File: src/rtl/laa_cmd_scheduler.sv
// LAA command scheduler: queues custom LAA instructions from decode, issues
// one LAA bus operation at a time, returns READ data to writeback and polls
// the done register after MULTIPLY.
module laa_cmd_scheduler #(
    parameter int DEPTH       = 4,
    parameter int MUL_TIMEOUT = 256,
    parameter int DONE_REG    = 31
) (
    input  logic        clk,
    input  logic        Rst,
    input  logic        cmd_valid,
    output logic        cmd_ready,
    input  logic [31:0] cmd_ins,
    input  logic [31:0] cmd_rs1_data,
    output logic [1:0]  laa_opcode,
    output logic [4:0]  laa_addr,
    output logic [31:0] laa_data_in,
    input  logic [31:0] laa_data_out,
    output logic        wb_valid,
    output logic [4:0]  wb_rd,
    output logic [31:0] wb_data,
    output logic        laa_busy,
    output logic        illegal_ins,
    output logic        timeout_err,
    input  logic        err_clr
);

    localparam int AW = (DEPTH > 1) ? $clog2(DEPTH) : 1;
    localparam int NW = AW + 1;
    localparam int CW = $clog2(MUL_TIMEOUT + 1);

    localparam logic [1:0] OP_NONE  = 2'd0;
    localparam logic [1:0] OP_READ  = 2'd1;
    localparam logic [1:0] OP_WRITE = 2'd2;
    localparam logic [1:0] OP_MUL   = 2'd3;

    localparam logic [6:0] LAA_OPC   = 7'b0001011;
    localparam logic [4:0] F_READ    = 5'b00001;
    localparam logic [4:0] F_WRITE   = 5'b00010;
    localparam logic [4:0] F_MUL     = 5'b00011;

    // Only the fields the scheduler needs are queued; legality is decided at push.
    typedef struct packed {
        logic        legal;
        logic [4:0]  func;
        logic [4:0]  hi;    // ins[31:27]: READ source register
        logic [4:0]  lo;    // ins[26:22]: WRITE target / READ destination rd
        logic [31:0] rs1;
    } entry_t;

    typedef enum logic [1:0] {S_IDLE, S_DISPATCH, S_RD_WAIT, S_MUL_POLL} state_t;

    state_t          state, state_nxt;
    entry_t          fifo_mem [0:DEPTH-1];
    entry_t          cur, push_ent, head;
    logic [AW-1:0]   wr_ptr, rd_ptr;
    logic [NW-1:0]   count;
    logic [CW-1:0]   poll_cnt;
    logic            full, empty, push, pop;
    logic            poll_done, poll_tmo;
    logic            unused_ins_bits;

    assign unused_ins_bits = ^cmd_ins[21:12];

    assign full      = (count == NW'(DEPTH));
    assign empty     = (count == '0);
    assign cmd_ready = !full;
    assign push      = cmd_valid && cmd_ready;
    assign pop       = (state == S_IDLE) && !empty;
    assign head      = fifo_mem[rd_ptr];
    assign laa_busy  = !empty || (state != S_IDLE);

    // Decode incoming instruction into a queue entry.
    always_comb begin
        push_ent       = '0;
        push_ent.legal = (cmd_ins[6:0] == LAA_OPC) &&
                         (cmd_ins[11:7] == F_READ || cmd_ins[11:7] == F_WRITE ||
                          cmd_ins[11:7] == F_MUL);
        push_ent.func  = cmd_ins[11:7];
        push_ent.hi    = cmd_ins[31:27];
        push_ent.lo    = cmd_ins[26:22];
        push_ent.rs1   = cmd_rs1_data;
    end

    // Queue storage; contents are only meaningful between pointers, so no reset.
    always_ff @(posedge clk) begin
        if (push) fifo_mem[wr_ptr] <= push_ent;
    end

    // Queue pointers and occupancy.
    always_ff @(posedge clk or negedge Rst) begin
        if (!Rst) begin
            wr_ptr <= '0;
            rd_ptr <= '0;
            count  <= '0;
        end else begin
            if (push) wr_ptr <= (wr_ptr == AW'(DEPTH - 1)) ? '0 : wr_ptr + 1'b1;
            if (pop)  rd_ptr <= (rd_ptr == AW'(DEPTH - 1)) ? '0 : rd_ptr + 1'b1;
            count <= count + NW'(push) - NW'(pop);
        end
    end

    // Done is only trusted from the 2nd poll cycle since READ data lags by one cycle.
    assign poll_done = (state == S_MUL_POLL) && (poll_cnt != '0) && (laa_data_out != '0);
    assign poll_tmo  = (state == S_MUL_POLL) && !poll_done &&
                       (poll_cnt == CW'(MUL_TIMEOUT - 1));

    // FSM state register.
    always_ff @(posedge clk or negedge Rst) begin
        if (!Rst) state <= S_IDLE;
        else      state <= state_nxt;
    end

    // FSM next-state logic.
    always_comb begin
        state_nxt = state;
        case (state)
            S_IDLE:     if (pop && head.legal) state_nxt = S_DISPATCH;
            S_DISPATCH: begin
                case (cur.func)
                    F_READ:  state_nxt = S_RD_WAIT;
                    F_MUL:   state_nxt = S_MUL_POLL;
                    default: state_nxt = S_IDLE;
                endcase
            end
            S_RD_WAIT:  state_nxt = S_IDLE;
            S_MUL_POLL: if (poll_done || poll_tmo) state_nxt = S_IDLE;
            default:    state_nxt = S_IDLE;
        endcase
    end

    // FSM outputs: LAA bus decoded from state and the current entry.
    always_comb begin
        laa_opcode  = OP_NONE;
        laa_addr    = '0;
        laa_data_in = '0;
        case (state)
            S_DISPATCH: begin
                case (cur.func)
                    F_WRITE: begin
                        laa_opcode  = OP_WRITE;
                        laa_addr    = cur.lo;
                        laa_data_in = cur.rs1;
                    end
                    F_READ: begin
                        laa_opcode = OP_READ;
                        laa_addr   = cur.hi;
                    end
                    F_MUL:   laa_opcode = OP_MUL;
                    default: laa_opcode = OP_NONE;
                endcase
            end
            S_MUL_POLL: begin
                laa_opcode = OP_READ;
                laa_addr   = 5'(DONE_REG);
            end
            default: laa_opcode = OP_NONE;
        endcase
    end

    // Current entry, poll counter, writeback and error reporting.
    always_ff @(posedge clk or negedge Rst) begin
        if (!Rst) begin
            cur         <= '0;
            poll_cnt    <= '0;
            wb_valid    <= 1'b0;
            wb_rd       <= '0;
            wb_data     <= '0;
            illegal_ins <= 1'b0;
            timeout_err <= 1'b0;
        end else begin
            if (pop) cur <= head;
            illegal_ins <= pop && !head.legal;

            if (state == S_DISPATCH)      poll_cnt <= '0;
            else if (state == S_MUL_POLL) poll_cnt <= poll_cnt + 1'b1;

            wb_valid <= 1'b0;
            if (state == S_RD_WAIT) begin
                wb_data  <= laa_data_out;
                wb_rd    <= cur.lo;
                wb_valid <= (cur.lo != '0);
            end

            if (poll_tmo)     timeout_err <= 1'b1;
            else if (err_clr) timeout_err <= 1'b0;
        end
    end

endmodule

File: config.mk
export PLATFORM = sky130hd
export DESIGN_NAME = laa_cmd_scheduler
export DESIGN_NICKNAME = d
export VERILOG_FILES = /design/src/rtl/laa_cmd_scheduler.sv
export SDC_FILE = /design/constraint.sdc
export NUM_CORES = 1
export LEC_CHECK = 0
export CELL_PAD_IN_SITES_DETAIL_PLACEMENT = 1
export CELL_PAD_IN_SITES_GLOBAL_PLACEMENT = 1
export CORE_MARGIN = 2
export CORE_UTILIZATION = 40
export DETAILED_ROUTE_END_ITERATION = 7
export PLACE_DENSITY = 0.7
export SLEW_MARGIN = 20
export SYNTH_ARGS = -nofsm -noshare
export SYNTH_HDL_FRONTEND = slang
export SYNTH_SLANG_ARGS = --single-unit
File: constraint.sdc
create_clock -name clk -period 5.45 [get_ports clk]
set_input_delay 0.8175 -clock clk [delete_from_list [all_inputs] [get_ports clk]]
set_output_delay 0.8175 -clock clk [all_outputs]
set_load 0.005 [all_outputs]
==> PnR_summary.wiki, run 1 <==
{| class="wikitable"
! Metric !! Value
|-
| GRT Residual Overflow || 0
|-
| Clock transition at the register clock pins on the worst setup and hold paths after CTS || approximately 0.060 ns
|-
| Part of the Yosys area used for sequential elements || 0.719
|-
| Status || complete, no violations
|-
| GPL Wtd Cong || 0.807
|-
| Final Skew || between 0.02 and 0.03 ns
|-
| Post-CTS setup buffers || 0
|-
| Die Footprint || 0.0306 sq mm
|-
| Routed Wire Length || ~26 mm
|-
| Synth Register Bits || between 200 and 300
|-
| Leakage power summed over all cells || 5.34 nW
|-
| Type of element capturing the critical path || output port
|-
| Die W || roughly 170 microns
|-
| Number of global-route vias before repair || 7080
|-
| Number of standard cells after synthesis || approximately 600
|-
| Total of endpoints with negative setup slack in the final report || 0
|-
| Worst relative slew slack || 0.347
|-
| Final hold violation count || 0
|-
| Post-Syn Nets || roughly 730
|-
| Average via count per standard cell || around 5.2
|-
| Clock sinks || about 300
|-
| Mean routed wirelength per cell || about 21 microns
|-
| Most frequent cells in the layout || sky130_fd_sc_hd__edfxtp_1, sky130_fd_sc_hd__clkdlybuf4s50_1, sky130_fd_sc_hd__dfrtp_1
|-
| Slowest cell on crit path || sky130_fd_sc_hd__nor2b_4
|-
| Crit-path cells || nor2b_4 -> and3_1 -> clkdlybuf4s50_1
|-
| Net Sw Frac || 0.278
|-
| Required time of the worst setup path || approximately 4.6 ns
|-
| First-pass GRT wire length || between 40 and 50 mm
|-
| Clk root buf || sky130_fd_sc_hd__clkbuf_16
|-
| Minimum clock period after layout || 3.82 ns
|-
| Share of async-settable or async-resettable flops after synthesis || 0.354
|-
| Skew-Pair Late Insertion Delay || between 0.5 and 0.6 ns
|-
| Count of input and output buffers || 170
|-
| Syn Area/Cell || 18.9 sq um
|-
| Maximum number of pins on one net before global-route repair || 72
|-
| Launching element type of the critical path || flip-flop
|-
| Number of buffers on the longest clock path || 3
|-
| Synth cell types || 44
|-
| CTS hold repair buffers || 0
|-
| Area post-placement || approximately 0.014 sq mm
|-
| Mapped cell area || approximately 0.012 sq mm
|-
| Layout cell share with drive strength beyond 1 || 0.245
|-
| Worst EP arrival || 3.00 ns
|-
| Core area || around 0.029 sq mm
|-
| Post-cts resize count || 0
|-
| Final Cycle Share || 0.700
|-
| Worst supply voltage drop on vdd || approximately 320 uV
|-
| Util after Layout || 0.512
|-
| Critical path fanouts, max || 36
|-
| Number of placed cells counting well taps || 1148
|-
| Buffering stage count on the worst path with inverters included || 1
|-
| Count of flip-flops with a built-in enable after synthesis || around 190
|-
| Number of vias after detailed routing || about 6300
|-
| Switch Pwr || ~0.0021 W
|-
| Detail Route Antenna Nets || 0
|-
| Total of max-cap violations || 0
|-
| Synthesis warning total || 0
|-
| All-layer global routing usage || 0.170
|-
| Crit-path max cell delay || about 0.83 ns
|-
| Final Non-Filler Cells || about 1200
|-
| Pins over their slew limit || 0
|-
| Cell area after layout || ~0.015 sq mm
|-
| RSZ-0062 raised after global routing || false
|-
| Violation count after the first detailed-routing iteration || between 300 and 400
|-
| Number of buffers added by the clock tree synthesis step || 31
|-
| Num rows || 62
|-
| DPL Wire Length || roughly 16 mm
|-
| Internal power || approximately 0.0055 W
|-
| Power per standard cell area || roughly 520 mW/mm^2
|-
| Boundary pin count || between 150 and 200
|-
| # H-tree levels || 1
|-
| Sequential share of power || 0.457
|-
| Worst min-delay path class || in2async
|-
| Clock power share || 0.260
|-
| 1st-pass router iterations || 6
|-
| Highest achievable clock rate || around 260 MHz
|-
| Growth of design area from synthesis to finish || 26.0%
|-
| Post-synth top flop || sky130_fd_sc_hd__edfxtp_1
|-
| TritonCTS clock tree || done
|-
| Final routed DRC violation total || 0
|-
| Initial antenna violation count || 1
|-
| Family with the most delay on the worst path || simple AND/OR/NAND/NOR gates
|-
| Least-Margin Pin Slew || 0.979 ns
|-
| Initial Util || 0.407
|-
| Most frequent standard cell in the layout excluding fill and tap cells || sky130_fd_sc_hd__edfxtp_1
|-
| Count of nets after finishing || about 910
|-
| Vertical extent of the die || 175 microns
|-
| Total negative slack for setup checks || 0 ns
|-
| Critical setup path kind || reg2out
|-
| Combinational cell fraction of total power || 0.283
|}
-- stage by stage --
| stage | hold WS [ns] | setup WS [ns] | power, W |
|---|---|---|---|
| after CTS | 0.469 | 1.56 | 0.00775 |
| after global routing | 0.485 | 1.44 | 0.00805 |
| after detailed placement | 0.487 | 2.16 | 0.00573 |
| final | 0.427 | 1.63 | 0.00764 |
| after global placement | 0.488 | 2.26 | 0.00560 |
| after floorplan | 0.471 | 3.03 | 0.00489 |
-- synth_stat cells (3+ instances only) --
library cell,instances,share of area
sky130_fd_sc_hd__nor2b_1,7,0.0038
sky130_fd_sc_hd__dfrtp_1,105,0.23
sky130_fd_sc_hd__buf_2,7,0.0030
sky130_fd_sc_hd__ha_1,10,0.011
sky130_fd_sc_hd__mux4_2,48,0.093
sky130_fd_sc_hd__mux2_2,87,0.084
sky130_fd_sc_hd__edfxtp_1,192,0.49
sky130_fd_sc_hd__nor3_1,5,0.0021
sky130_fd_sc_hd__nor4_1,10,0.0054
sky130_fd_sc_hd__o22ai_1,5,0.0027
sky130_fd_sc_hd__a21oi_1,4,0.0017
sky130_fd_sc_hd__and3_1,38,0.020
sky130_fd_sc_hd__nor2_1,9,0.0029
sky130_fd_sc_hd__nand3_1,7,0.0030
sky130_fd_sc_hd__buf_6,9,0.0087
sky130_fd_sc_hd__nand2_1,6,0.0019
sky130_fd_sc_hd__o21ai_0,4,0.0017
sky130_fd_sc_hd__clkbuf_1,9,0.0029
sky130_fd_sc_hd__inv_1,17,0.0055
sky130_fd_sc_hd__clkbuf_2,3,0.0013
sky130_fd_sc_hd__a221oi_1,5,0.0038
-- metal layers --
metal / GRT usage / part of all wire / vias up
met1: 0.208 / 0.40 / 3300
met3: 0.0385 / 0.063 / 29
met5: 0 / 0 / -
li1: - / - / 2787
met2: 0.308 / 0.52 / 194
met4: 0.0361 / 0.017 / 0
-- power by group through the flow --
stage	combinational, W	clock (W)	sequential, W
5_1_grt	0.00235	0.00212	0.00358
4_1_cts	0.00214	0.00204	0.00357
6_report	0.00216	0.00198	0.00349
3_5_place_dp	0.00213	0	0.00360
3_3_place_gp	0.00204	0	0.00356
2_1_floorplan	0.00154	0	0.00335
-- worst paths after layout --
check / startpoint / cells past startpoint / end / slack [ns]
max in group asynchronous: Rst / 2 / wb_data[26] / 3.94
worst min-delay path: Rst / 1 / wb_data[4] / 0.43
worst max-delay path: state[0] / 3 / laa_data_in[4] / 1.63
worst max register to register: state[0] / 9 / count[2] / 2.57
min in group clk: cur[25] / 1 / cur[25] / 0.50
worst min register to register: cur[25] / 1 / cur[25] / 0.50
-- sequential cells by signal, summed over array words and instances (netlist names) --
register	flops
wb_data	32
fifo_mem	192
rd_ptr	2
illegal_ins	1
timeout_err	1
state	2
wb_rd	5
poll_cnt	9
wr_ptr	2
cur	47
count	3
wb_valid	1
-- layout make-up --
cell class	instances	area [sq um]
Clock buffer	38	812
Inverter	17	63.8
Timing Repair Buffer	179	1790
Antenna cell	1	2.50
Clock inverter	20	154
Multi-Input combinational cell	272	3010
Sequential cell	297	8400
Fill cell	2696	14000
Tap cell	384	480
-- cells by family (layout without fill, tap and decap cells) --
logic type	after synthesis	after routing	share of synthesized area
simple gates	96	96	0.0485
mux	137	137	0.178
flops	297	297	0.719
compound gates	25	25	0.0149
xor+xnor	3	3	0.00225
other cells	0	1	0
fa+ha+maj	11	11	0.0124
buf+inv	48	254	0.0243
Note: power is estimated with default switching activity, not from simulation.
==> run 2: changes to the inputs <==
PLACE_DENSITY = 0.73   (was 0.7)
clock period = 3.1 ns   (was 5.45 ns; I/O delays follow)
==> run 2 against run 1 <==
Combinational power increased by 84%; largest power group unchanged; highest routed layer unchanged; clock power is 87% higher; wire length up 5.1%; worst hold slack better by 0.033 ns; sequential power increased by 77%.
==> PnR_summary.wiki, run 2 (synthesis gave the netlist of run 1 again) <==
{| class="wikitable"
! Metric !! Value
|-
| Status || complete, no violations
|-
| Most frequent cells in the layout || sky130_fd_sc_hd__edfxtp_1, sky130_fd_sc_hd__clkdlybuf4s50_1, sky130_fd_sc_hd__dfrtp_1
|-
| Initial Util || 0.407 (unchanged)
|-
| Die W || 175 microns (unchanged)
|-
| Layout cell share with drive strength beyond 1 || 0.254 (+0.00845)
|-
| RR Startpoint || count[1]
|-
| Count of nets after finishing || 923 (+1.5%)
|-
| Vertical extent of the die || 175 microns (unchanged)
|-
| First-pass GRT wire length || 42.1 mm (+4.3%)
|-
| Buffering stage count on the worst path with inverters included || 2 (+1)
|-
| Skew-Pair Late Insertion Delay || 0.50 ns (-0.06 ns)
|-
| Regs by FF count || fifo_mem: 192 flops, cur: 47 flops, wb_data: 32 flops
|-
| Critical path destination || laa_addr[1]
|-
| Violation count after the first detailed-routing iteration || 423 (+27%)
|-
| Cell area after layout || 0.0150 sq mm (+1.8%)
|-
| Clk root buf || sky130_fd_sc_hd__clkbuf_16
|-
| Final Skew || 0.0183 ns (-0.00730 ns)
|-
| Average via count per standard cell || 5.23 (about the same)
|-
| Area of combinational cells with multiple inputs || 0.00301 sq mm (about the same)
|-
| Total of max-cap violations || 0 (unchanged)
|-
| Post-CTS setup buffers || 0 (unchanged)
|-
| Final Cycle Share || 0.952
|-
| Initial antenna violation count || 1 (unchanged)
|-
| Die Footprint || 0.0306 sq mm (unchanged)
|-
| GPL Wtd Cong || 0.780 (-3.3%)
|-
| Worst supply voltage drop on vdd || 442 uV (+40%)
|-
| CP Launch Point || cur[45]
|-
| Layout filler cell count || 2696 (unchanged)
|-
| Seq. cell area || 0.00840 sq mm (unchanged)
|-
| 1st-pass router iterations || 4 (-2)
|-
| DPL Wire Length || 17.1 mm (+9.1%)
|-
| All-layer global routing usage || 0.180 (+0.0102)
|-
| TritonCTS clock tree || done
|-
| Family with the most delay on the worst path || simple AND/OR/NAND/NOR gates
|-
| Number of vias after detailed routing || 6375 (+1.0%)
|-
| RSZ-0062 raised after global routing || false
|-
| # H-tree levels || 2 (+1)
|-
| Number of buffers added by the clock tree synthesis step || 34 (+9.7%)
|-
| Leakage power summed over all cells || 5.45 nW (+2.1%)
|-
| Cell count of the worst reg-to-reg path || 8 (-1)
|-
| Pins over their slew limit || 0 (unchanged)
|-
| Number of global-route vias before repair || 7203 (+1.7%)
|-
| Maximum number of pins on one net before global-route repair || 73 (+1.4%)
|-
| Launching element type of the critical path || flip-flop
|-
| Clock sinks || 297 (unchanged)
|-
| Final routed DRC violation total || 0 (unchanged)
|-
| Critical path fanouts, max || 5 (-86%)
|-
| Worst min-delay path class || in2async
|-
| Mean routed wirelength per cell || 22.1 microns (+4.1%)
|-
| Count of input and output buffers || 170 (unchanged)
|-
| Crit-path max cell delay || 0.54 ns (-0.29 ns)
|-
| Slowest cell on crit path || sky130_fd_sc_hd__clkdlybuf4s50_1
|-
| Power per standard cell area || 925 mW/mm^2 (+78%)
|-
| Core area || 0.0287 sq mm (unchanged)
|-
| Most frequent standard cell in the layout excluding fill and tap cells || sky130_fd_sc_hd__edfxtp_1
|-
| Boundary pin count || 181 (unchanged)
|-
| Worst EP arrival || 2.49 ns (-0.51 ns)
|-
| R2R Path End || count[2]
|-
| Final hold violation count || 0 (unchanged)
|-
| Detail Route Antenna Nets || 0 (unchanged)
|-
| Cell depth of the worst setup path || 6 (+3)
|-
| Largest register FFs || 192 (unchanged)
|-
| Highest achievable clock rate || about 340 MHz
|-
| Growth of design area from synthesis to finish || 28.4%
|-
| Routed Wire Length || 26.9 mm (+5.1%)
|-
| Clock transition at the register clock pins on the worst setup and hold paths after CTS || 0.06 ns (about the same)
|-
| Critical setup path kind || reg2out
|-
| Worst relative slew slack || 0.387 (+0.0392)
|-
| Total negative slack for setup checks || 0 ns (unchanged)
|-
| Least-Margin Pin Slew || 0.920 ns (-0.0588 ns)
|-
| Num rows || 62 (unchanged)
|-
| Minimum clock period after layout || 2.95 ns
|-
| Required time of the worst setup path || 2.63 ns (-2.00 ns)
|-
| Area post-placement || 0.0139 sq mm (+1.6%)
|-
| Crit-path cells || nor4b_1 -> buf_4 -> and2b_1 -> a221oi_1 -> nor2b_1 -> clkdlybuf4s50_1
|-
| Worst reg2reg setup slack || 0.98 ns (-1.59 ns)
|-
| Most flops, register || fifo_mem
|-
| Type of element capturing the critical path || output port
|-
| Total of endpoints with negative setup slack in the final report || 0 (unchanged)
|-
| GRT Residual Overflow || 0 (unchanged)
|-
| Number of buffers on the longest clock path || 3 (unchanged)
|}
[run 2: cell type report]
class / count / area share
Antenna cell: 1 / 0.000167
Clock buffer: 44 / 0.0621
Inverter: 17 / 0.00426
Timing Repair Buffer: 190 / 0.133
Multi-Input combinational cell: 272 / 0.201
Tap cell: 384 / 0.0321
Sequential cell: 297 / 0.561
Clock inverter: 15 / 0.00685
[run 2: worst min path at each step]
| stage | depth (start not counted) | endpoint | from | slack (ns) |
|---|---|---|---|---|
| finish | 2 | wb_data[17] | Rst | 0.46 |
| global route | 2 | wb_data[17] | Rst | 0.49 |
| CTS | 2 | wb_data[17] | Rst | 0.46 |
| detailed placement | 1 | wb_data[23] | Rst | 0.46 |
| global placement | 1 | wb_data[20] | Rst | 0.45 |
| floorplan | 0 | count[0] | Rst | 0.17 |
[run 2: timing repair]
item,in CTS,in global routing
gates cloned,0,0
pin swaps,0,1
hold buffers,1,0
hold endpoints to repair,33,0
setup endpoints to repair,33,1
resized for setup,1,1
[run 2: worst reg2reg max path, cell delays in order (launching register included)]
cell                       delay [ns]
sky130_fd_sc_hd__dfrtp_1         0.42
sky130_fd_sc_hd__nor3_1          0.30
sky130_fd_sc_hd__nand2b_2        0.19
sky130_fd_sc_hd__inv_1           0.05
sky130_fd_sc_hd__ha_1            0.27
sky130_fd_sc_hd__inv_1           0.04
sky130_fd_sc_hd__ha_1            0.19
sky130_fd_sc_hd__fa_1            0.39
sky130_fd_sc_hd__xnor2_1         0.19
[run 2: power by group]
part | internal (W) | total [W] | switching (W) | leakage, nW
Sequential | 0.00545 | 0.00617 | 0.000725 | 3.02
Combinational | 0.00233 | 0.00398 | 0.00164 | 1.92
Clock | 0.00220 | 0.00371 | 0.00151 | 0.506
[run 2: layer usage]
metal / track usage / part of all wire / vias to the layer above
met2: 0.309 / 0.50 / 237
met3: 0.0437 / 0.066 / 47
met4: 0.0510 / 0.020 / 0
li1: - / - / 2810
met5: 0 / 0 / -
met1: 0.228 / 0.42 / 3281
[run 2: metrics by stage]
step | std cells | total power (W) | hold slack (ns) | util | setup slack (ns)
6_report | 1220 | 0.0139 | 0.460 | 0.522 | 0.148
5_1_grt | 1220 | 0.0146 | 0.489 | 0.522 | 0.00993
4_1_cts | 1219 | 0.0141 | 0.464 | 0.522 | 0.0658
3_5_place_dp | 1159 | 0.0103 | 0.458 | 0.485 | 0.469
3_3_place_gp | 1159 | 0.0100 | 0.446 | 0.485 | 0.490
2_1_floorplan | 617 | 0.00859 | 0.169 | - | 0.888
